File: src/rtl/cpu_sequencer.sv
// PIC10-style instruction sequencer: explicit FSM driving all datapath strobes.
// Optional SLEEP state is enabled by defining CPU_SLEEP_EN.
module cpu_sequencer #(
  parameter int NUM_PORTS   = 3,
  parameter int STACK_DEPTH = 2
) (
  input  logic                 clk,
  input  logic                 rst,
  input  logic [11:0]          instr,
  input  logic [4:0]           reg_address,
  input  logic                 zero_result,
  input  logic                 mem_ready,
  input  logic                 wake,
  output logic                 load_ir,
  output logic                 inc_pc,
  output logic                 load_pc,
  output logic [1:0]           pc_mux_sel,
  output logic                 push,
  output logic                 pop,
  output logic                 store_w,
  output logic                 load_status,
  output logic                 load_fsr,
  output logic                 load_ram,
  output logic [NUM_PORTS-1:0] load_gpio,
  output logic [NUM_PORTS-1:0] load_tris,
  output logic                 reg_address_mux_sel,
  output logic                 alu_in_sel,
  output logic                 stack_overflow,
  output logic                 stack_underflow,
  output logic [2:0]           state
);

  typedef enum logic [2:0] {
    S_INIT   = 3'd0,
    S_EXEC   = 3'd1,
    S_SKIP   = 3'd2,
    S_REFILL = 3'd3,
    S_SLEEP  = 3'd4
  } state_t;

  localparam int SPW = $clog2(STACK_DEPTH + 1);

  state_t         state_q, state_d;
  logic [SPW-1:0] sp_q;
  logic           ovf_q, unf_q;

  logic is_regop, is_bitset, is_decfsz, is_incfsz, is_btfsc, is_btfss;
  logic is_retlw, is_call, is_goto, is_lit, is_tris_grp;
  logic fwrite, wsel, skip_cond, pcl_wr, redirect;

  assign is_regop    = (instr[11:10] == 2'b00) && (instr[9:5] != 5'd0);
  assign is_bitset   = (instr[11:9] == 3'b010);
  assign is_decfsz   = (instr[11:6] == 6'b001011);
  assign is_incfsz   = (instr[11:6] == 6'b001111);
  assign is_btfsc    = (instr[11:8] == 4'b0110);
  assign is_btfss    = (instr[11:8] == 4'b0111);
  assign is_retlw    = (instr[11:8] == 4'b1000);
  assign is_call     = (instr[11:8] == 4'b1001);
  assign is_goto     = (instr[11:9] == 3'b101);
  assign is_lit      = (instr[11:10] == 2'b11);
  assign is_tris_grp = (instr[11:3] == 9'd0);

  assign fwrite    = (is_regop && instr[5]) || is_bitset;
  assign wsel      = is_regop && !instr[5];
  assign skip_cond = ((is_decfsz || is_incfsz || is_btfsc) && zero_result) ||
                     (is_btfss && !zero_result);
  assign pcl_wr    = fwrite && (reg_address == 5'd2);
  // Any PC redirect costs a refill cycle and overrides a pending skip.
  assign redirect  = pcl_wr || is_goto || is_call || is_retlw;

`ifdef CPU_SLEEP_EN
  logic is_sleep;
  assign is_sleep = (instr == 12'h003);
`else
  logic unused_wake;
  assign unused_wake = wake;
`endif

  always_comb begin
    state_d     = state_q;
    load_ir     = 1'b0;
    inc_pc      = 1'b0;
    load_pc     = 1'b0;
    pc_mux_sel  = 2'd0;
    push        = 1'b0;
    pop         = 1'b0;
    store_w     = 1'b0;
    load_status = 1'b0;
    load_fsr    = 1'b0;
    load_ram    = 1'b0;
    load_gpio   = '0;
    load_tris   = '0;
    if (!rst && mem_ready) begin
      case (state_q)
        S_INIT, S_SKIP, S_REFILL: begin
          load_ir = 1'b1;
          inc_pc  = 1'b1;
          state_d = S_EXEC;
        end
        S_EXEC: begin
          load_ir = !redirect;
          inc_pc  = !redirect;
          store_w = is_lit || wsel || is_retlw;
          if (fwrite) begin
            load_status = (reg_address == 5'd3);
            load_fsr    = (reg_address == 5'd4);
            load_ram    = (reg_address >= 5'd8);
            for (int p = 0; p < NUM_PORTS; p++)
              load_gpio[p] = (reg_address == 5'(5 + p));
          end
          if (is_tris_grp)
            for (int p = 0; p < NUM_PORTS; p++)
              load_tris[p] = (instr[2:0] == 3'(5 + p));
          if (pcl_wr || is_call) pc_mux_sel = 2'd1;
          if (is_goto)           pc_mux_sel = 2'd2;
          load_pc = redirect;
          push    = is_call;
          pop     = is_retlw;
          if (redirect)       state_d = S_REFILL;
          else if (skip_cond) state_d = S_SKIP;
          else                state_d = S_EXEC;
`ifdef CPU_SLEEP_EN
          if (is_sleep) begin
            load_ir = 1'b0;
            inc_pc  = 1'b0;
            state_d = S_SLEEP;
          end
`endif
        end
`ifdef CPU_SLEEP_EN
        S_SLEEP: begin
          if (wake) begin
            load_ir = 1'b1;
            inc_pc  = 1'b1;
            state_d = S_EXEC;
          end
        end
`endif
        default: state_d = S_INIT;
      endcase
    end
  end

  // Overflowing push / underflowing pop still reach the stack; sp saturates.
  always_ff @(posedge clk) begin
    if (rst) begin
      state_q <= S_INIT;
      sp_q    <= '0;
      ovf_q   <= 1'b0;
      unf_q   <= 1'b0;
    end else begin
      state_q <= state_d;
      if (push) begin
        if (sp_q == SPW'(STACK_DEPTH)) ovf_q <= 1'b1;
        else                           sp_q  <= sp_q + SPW'(1);
      end
      if (pop) begin
        if (sp_q == '0) unf_q <= 1'b1;
        else            sp_q  <= sp_q - SPW'(1);
      end
    end
  end

  assign reg_address_mux_sel = (instr[4:0] == 5'd0);
  assign alu_in_sel          = (instr[4:0] > 5'd7);
  assign stack_overflow      = ovf_q;
  assign stack_underflow     = unf_q;
  assign state               = state_q;

endmodule

File: config.mk
export PLATFORM = sky130hd
export DESIGN_NAME = cpu_sequencer
export DESIGN_NICKNAME = d
export VERILOG_FILES = /design/src/rtl/cpu_sequencer.sv
export SDC_FILE = /design/constraint.sdc
export NUM_CORES = 1
export LEC_CHECK = 0
export ABC_AREA = 1
export CAP_MARGIN = 0
export CORE_MARGIN = 5
export CORE_UTILIZATION = 40
export CTS_BUF_LIST = sky130_fd_sc_hd__clkbuf_4
export CTS_CLUSTER_DIAMETER = 100
export CTS_CLUSTER_SIZE = 20
export DETAILED_ROUTE_END_ITERATION = 7
export DONT_BUFFER_PORTS = 1
export PLACE_DENSITY_LB_ADDON = 0.05
export SLEW_MARGIN = 20
export SYNTH_ARGS = -nofsm -noshare
export SYNTH_HDL_FRONTEND = slang
export SYNTH_SLANG_ARGS = --single-unit
File: constraint.sdc
create_clock -name clk -period 1.18 [get_ports clk]
set_input_delay 0.177 -clock clk [delete_from_list [all_inputs] [get_ports clk]]
set_output_delay 0.177 -clock clk [all_outputs]
set_load 0.02 [all_outputs]
* Word-level counts from Yosys, hierarchy flattened
Index checks and enable logic that the tools add are counted. W data, S select, Z words.
Storage, ports and cells: flip-flop bits (word level) 7, output and inout bits 24
Cells by class: add/sub/neg operators 2, order comparisons 2, eq/ne operators 22, mux-type cells 36, reduce and logical (&&, ||, !) cells 30
Operators with widths (number):
- $eq A5 B3 Y1 const B | 4
- $mux W1 | 19
- $mux W2 | 9
- $mux W3 | 6
- $eq A3 B3 Y1 const B | 4
- $eq A6 B4 Y1 const B | 2
- $eq A5 B2 Y1 const B | 2
- $logic_or A1 B1 Y1 | 10
- $eq A3 B2 Y1 const B | 3
- $logic_not A9 Y1 | 1
- $eq A4 B3 Y1 const B | 2
- $eq A4 B4 Y1 const B | 2
- $logic_and A1 B1 Y1 | 7
- $ge A5 B4 Y1 const B | 1
- $gt A5 B3 Y1 const B | 1
- $logic_not A5 Y1 | 1
- $reduce_bool A5 Y1 | 1
- $eq A2 B2 Y1 const B | 2
- $logic_not A1 Y1 | 4
- $logic_not A2 Y1 | 2
- $pmux W2 S2 | 1
- $reduce_and A2 Y1 | 2
- $eq A3 B1 Y1 const B | 1
- $logic_not A3 Y1 | 1
- other kinds (4) | 4

* Longest topological paths before layout
word-level depth 11, depth in mapped cells 10

* Worst setup path after synthesis
OpenSTA, ideal clock, no wires.
path type register to output, start point register state_q[0], in the netlist state[0], end point output port load_tris[0], arrival time 1.595 ns, required time 1.003 ns, path slack -0.592 ns, stages on the path, launching flop included 7, buffers on the path 0, cells stage by stage dfxtp_1 inv_2 nor2_4 nand2_4 inv_2 nand3_1 nor4_1
Between the ends: cells in the longest elaborated chain, start to end 3
Ends and longest elaborated chain:
- from (decl) | RTL line 43 | state_t state_q, state_d;
- from (signal assigned) | RTL line 152 | state_q <= state_d;
- $eq A3 B1 Y1 | RTL line 94 | case (state_q)
- $mux W3 | RTL line 94
- $mux W3 | RTL line 93 | if (!rst && mem_ready) begin
- to (decl) | RTL line 25 | output logic [NUM_PORTS-1:0] load_tris,
No other way between the ends.

* Worst setup path in the final report
start point register state_q[0], in the netlist state[0], end point output port load_gpio[0]
Between the ends: cells in the longest elaborated chain, start to end 3
Ends and longest elaborated chain:
- $eq A3 B1 Y1 | RTL line 94
- $mux W3 | RTL line 94
- $mux W3 | RTL line 93
- to (decl) | RTL line 24 | output logic [NUM_PORTS-1:0] load_gpio,
No other way between the ends.

==> qor.csv <==
stage,metric,value,unit
status,outcome,"complete, but fails checks",
status,violations_in_the_final_reports,setup timing,
final_layout,area_growth,77.4,%
floorplanning,number_of_top_level_design_ports,46,
sta,report.final.hold_viol_count,0,
global_route,grt_first_pass_wirelength,3800,um
final_layout,multi_input_area,717,um2
final_layout,antenna_cells_inserted,0,
setup_path,timing_worst_setup_path_type,register to output port,
sta,timing.clock.skew,6.55,ps
global_route,grt_use_total,17.5,%
floorplanning,die_area,2840,um2
clock_tree,cts-root-to-sink-buffers,2,
clock_tree,cts_root_buffer,sky130_fd_sc_hd__clkbuf_4,
sta,finalSetupViolCount,23,
setup_path,critPathArrivalTime,1350,ps
setup_path,setup.worst_path.start_class,register,
detailed_routing,dr.pass1.iters,4,
final_layout,nFillCells,138,
sta,rsz0062_at_grt,yes,
sta,worst_hold_slack,89.1,ps
logic_synthesis,syn_area,748,um2
final_layout,finish.net_count,188,
min_path,holdCritPathClass,primary input to register,
clock_tree,cts_buffers,3,
logic_synthesis,syn_nets,146,
pwr,cellLeakagePower,0.673,nW
place,portBuffers,0,
setup_path,crit_end,load_gpio[0],
sta,finalSetupTns,-5870,ps
sta,fmax,0.653,GHz
setup_path,reg2reg_setup_slack,-210,ps
detailed_routing,finalWirelength,2220,um
detailed_routing,first_iter_violations,10,
clock_tree,clk-insertion-delay-late,240,ps
pwr,power.density_cell_area,511,nW/um2
place,gp_routability_congestion,0.755,
clock_tree,register_clock_pin_slew_on_the_reported_worst_setup_and_hold_paths,50,ps
global_route,vias_in_the_first_global_route,920,
place,placedInstanceArea,1100,um2
setup_path,timing.critical_path.fanout_max,3,
final_layout,stdcell_count,186,
detailed_routing,route.detailed.drc,0,
pwr,irDropWorstVdd,0.533,mV
setup_path,worst-r2r-cell-count,12,
logic_synthesis,ys.warnings.count,0,
clock_tree,cts_max_level,1,
detailed_routing,post_drt_wl_per_cell,11.9,um
sta,period_share,130,%
final_layout,design_area_final,1330,um2
place,detailedPlacementHpwl,1750,um
global_route,number_of_antenna_violations_at_the_first_check_in_global_routing,0,
logic_synthesis,synth_seq_cells,6,
sta,slew_viol_final,0,
floorplanning,die_height,53.3,um
global_route,global_route.overflow_total,0,
floorplanning,floorplan.core_area,1750,um2
clock_tree,cts_tree,yes,
sta,timing.final.crit_period,1530,ps
setup_path,worstSetupEndpointType,output port,
logic_synthesis,yosys.cell_types.count,25,
place,place.detailed.instances,172,
global_route,grt_start_max_net_pins,7,
clock_tree,cts_num_sinks,6,
final_layout,final_layout_size_suffix_gt1_share,55.9,%
detailed_routing,vias_per_cell,4.80,
floorplanning,die_width,53.3,um
setup_path,origin_of_the_worst_setup_path,state[0]$_SDFFE_PP0P_,
sta,final.setup.worst_slack,-351,ps
logic_synthesis,netlist_instances,120,
logic_synthesis,yosysSeqAreaShare,16.1,%
final_layout,regArea,125,um2
floorplanning,rows,15,
floorplanning,floorplan.initialDensity,42.9,%
setup_path,cp.required,1000,ps
detailed_routing,postRouteAntennaNets,0,
detailed_routing,num_vias,893,
setup_path,origin_of_the_critical_flop_to_flop_path,state[0]$_SDFFE_PP0P_,
logic_synthesis,postSynthAreaPerCell,6.24,um2
job,maxCapViolations,0,
==> kinds of logic after synthesis <==
group,Yosys count,synth area share [%]
and+or+nand+nor,75,56.7
adders and majority gates,4,6.69
buffers and inverters,24,13.0
DFF,6,16.1
AOI/OAI and AO/OA,10,7.02
other,1,0.501
==> synthesized netlist by cell type (all sizes together) <==
cell type	n	area [um2]
nand3	10	55.1
buf	2	15.0
nand4	2	27.5
o21a	1	7.51
a21oi	5	25.0
nor4	4	37.5
nand2	32	160
or2	2	15.0
dfxtp	6	120
o21ai	4	20.0
ha	4	50.1
nor3	4	20.0
nor2	21	109
inv	22	82.6
conb	1	3.75
==> cell type report <==
| cell class | instances | area share (%) |
|---|---|---|
| clock buffer | 4 | 2.26 |
| timing repair buffer | 39 | 25.4 |
| multi-input combinational | 90 | 54.0 |
| inverter | 22 | 6.60 |
| tap | 25 | 2.36 |
| sequential | 6 | 9.43 |
==> power by group <==
part | switching (W) | total, W | internal [W]
Clock | 0.0000662 | 0.000217 | 0.000150
Combinational | 0.000138 | 0.000245 | 0.000106
Sequential | 0.00000638 | 0.000217 | 0.000210
==> metal layers <==
layer | part of all wire, % | GRT usage (%)
met1 | 37 | 19.5
met2 | 52 | 31.2
met3 | 9.7 | 5.63
met4 | 0.54 | 4.68
met5 | 0 | 0
==> how the worst min path moves through the flow <==
stage / to / depth (start not counted) / from
floorplan: stack_overflow$_SDFFE_PP0P_ / 1 / rst
global placement: stack_overflow$_SDFFE_PP0P_ / 1 / rst
detailed placement: stack_overflow$_SDFFE_PP0P_ / 1 / rst
CTS: stack_overflow$_SDFFE_PP0P_ / 1 / rst
global route: state[0]$_SDFFE_PP0P_ / 3 / mem_ready
finish: state[0]$_SDFFE_PP0P_ / 3 / mem_ready
==> worst max-delay path, stage by stage, from the launching register on <==
cell and delay (ps):
sky130_fd_sc_hd__dfxtp_4 350, sky130_fd_sc_hd__inv_4 40, sky130_fd_sc_hd__nor2_4 150, sky130_fd_sc_hd__nand4_4 130, sky130_fd_sc_hd__buf_6 150, sky130_fd_sc_hd__nor4_4 120, sky130_fd_sc_hd__buf_4 180
==> cell usage in the layout (no fill, tap or decap), types with 2 or more instances in the layout <==
cell type and count:
sky130_fd_sc_hd__a21oi_2 3, sky130_fd_sc_hd__buf_4 27, sky130_fd_sc_hd__buf_6 11, sky130_fd_sc_hd__clkbuf_4 4, sky130_fd_sc_hd__dfxtp_1 4, sky130_fd_sc_hd__ha_1 4
sky130_fd_sc_hd__inv_1 16, sky130_fd_sc_hd__inv_2 4, sky130_fd_sc_hd__inv_4 2, sky130_fd_sc_hd__nand2_1 21, sky130_fd_sc_hd__nand2_2 4, sky130_fd_sc_hd__nand2_4 7
sky130_fd_sc_hd__nand3_1 7, sky130_fd_sc_hd__nand3_2 2, sky130_fd_sc_hd__nor2_1 10, sky130_fd_sc_hd__nor2_2 2, sky130_fd_sc_hd__nor2_4 9, sky130_fd_sc_hd__nor3_4 3
sky130_fd_sc_hd__nor4_4 3, sky130_fd_sc_hd__o21ai_1 2
==> through the flow <==
stage               total power (W)  util [%]  setup slack (ps)
floorplan                  0.000354         -              -286
global placement           0.000413      62.8              -226
CTS                        0.000670      73.0              -360
detailed placement         0.000416      62.8              -247
finish                     0.000678      76.1              -351
global route               0.000730      76.1              -420
==> timing repair <==
action / 4_1_cts / 5_1_grt
gates resized for setup: 24 / 7
buffers inserted: 7 / 2
endpoints found under the setup margin: 21 / 23
hold endpoints to repair: 0 / 1
pin swaps: 14 / 5
hold buffers: 0 / 1
Power figures use the tool's default switching activity.
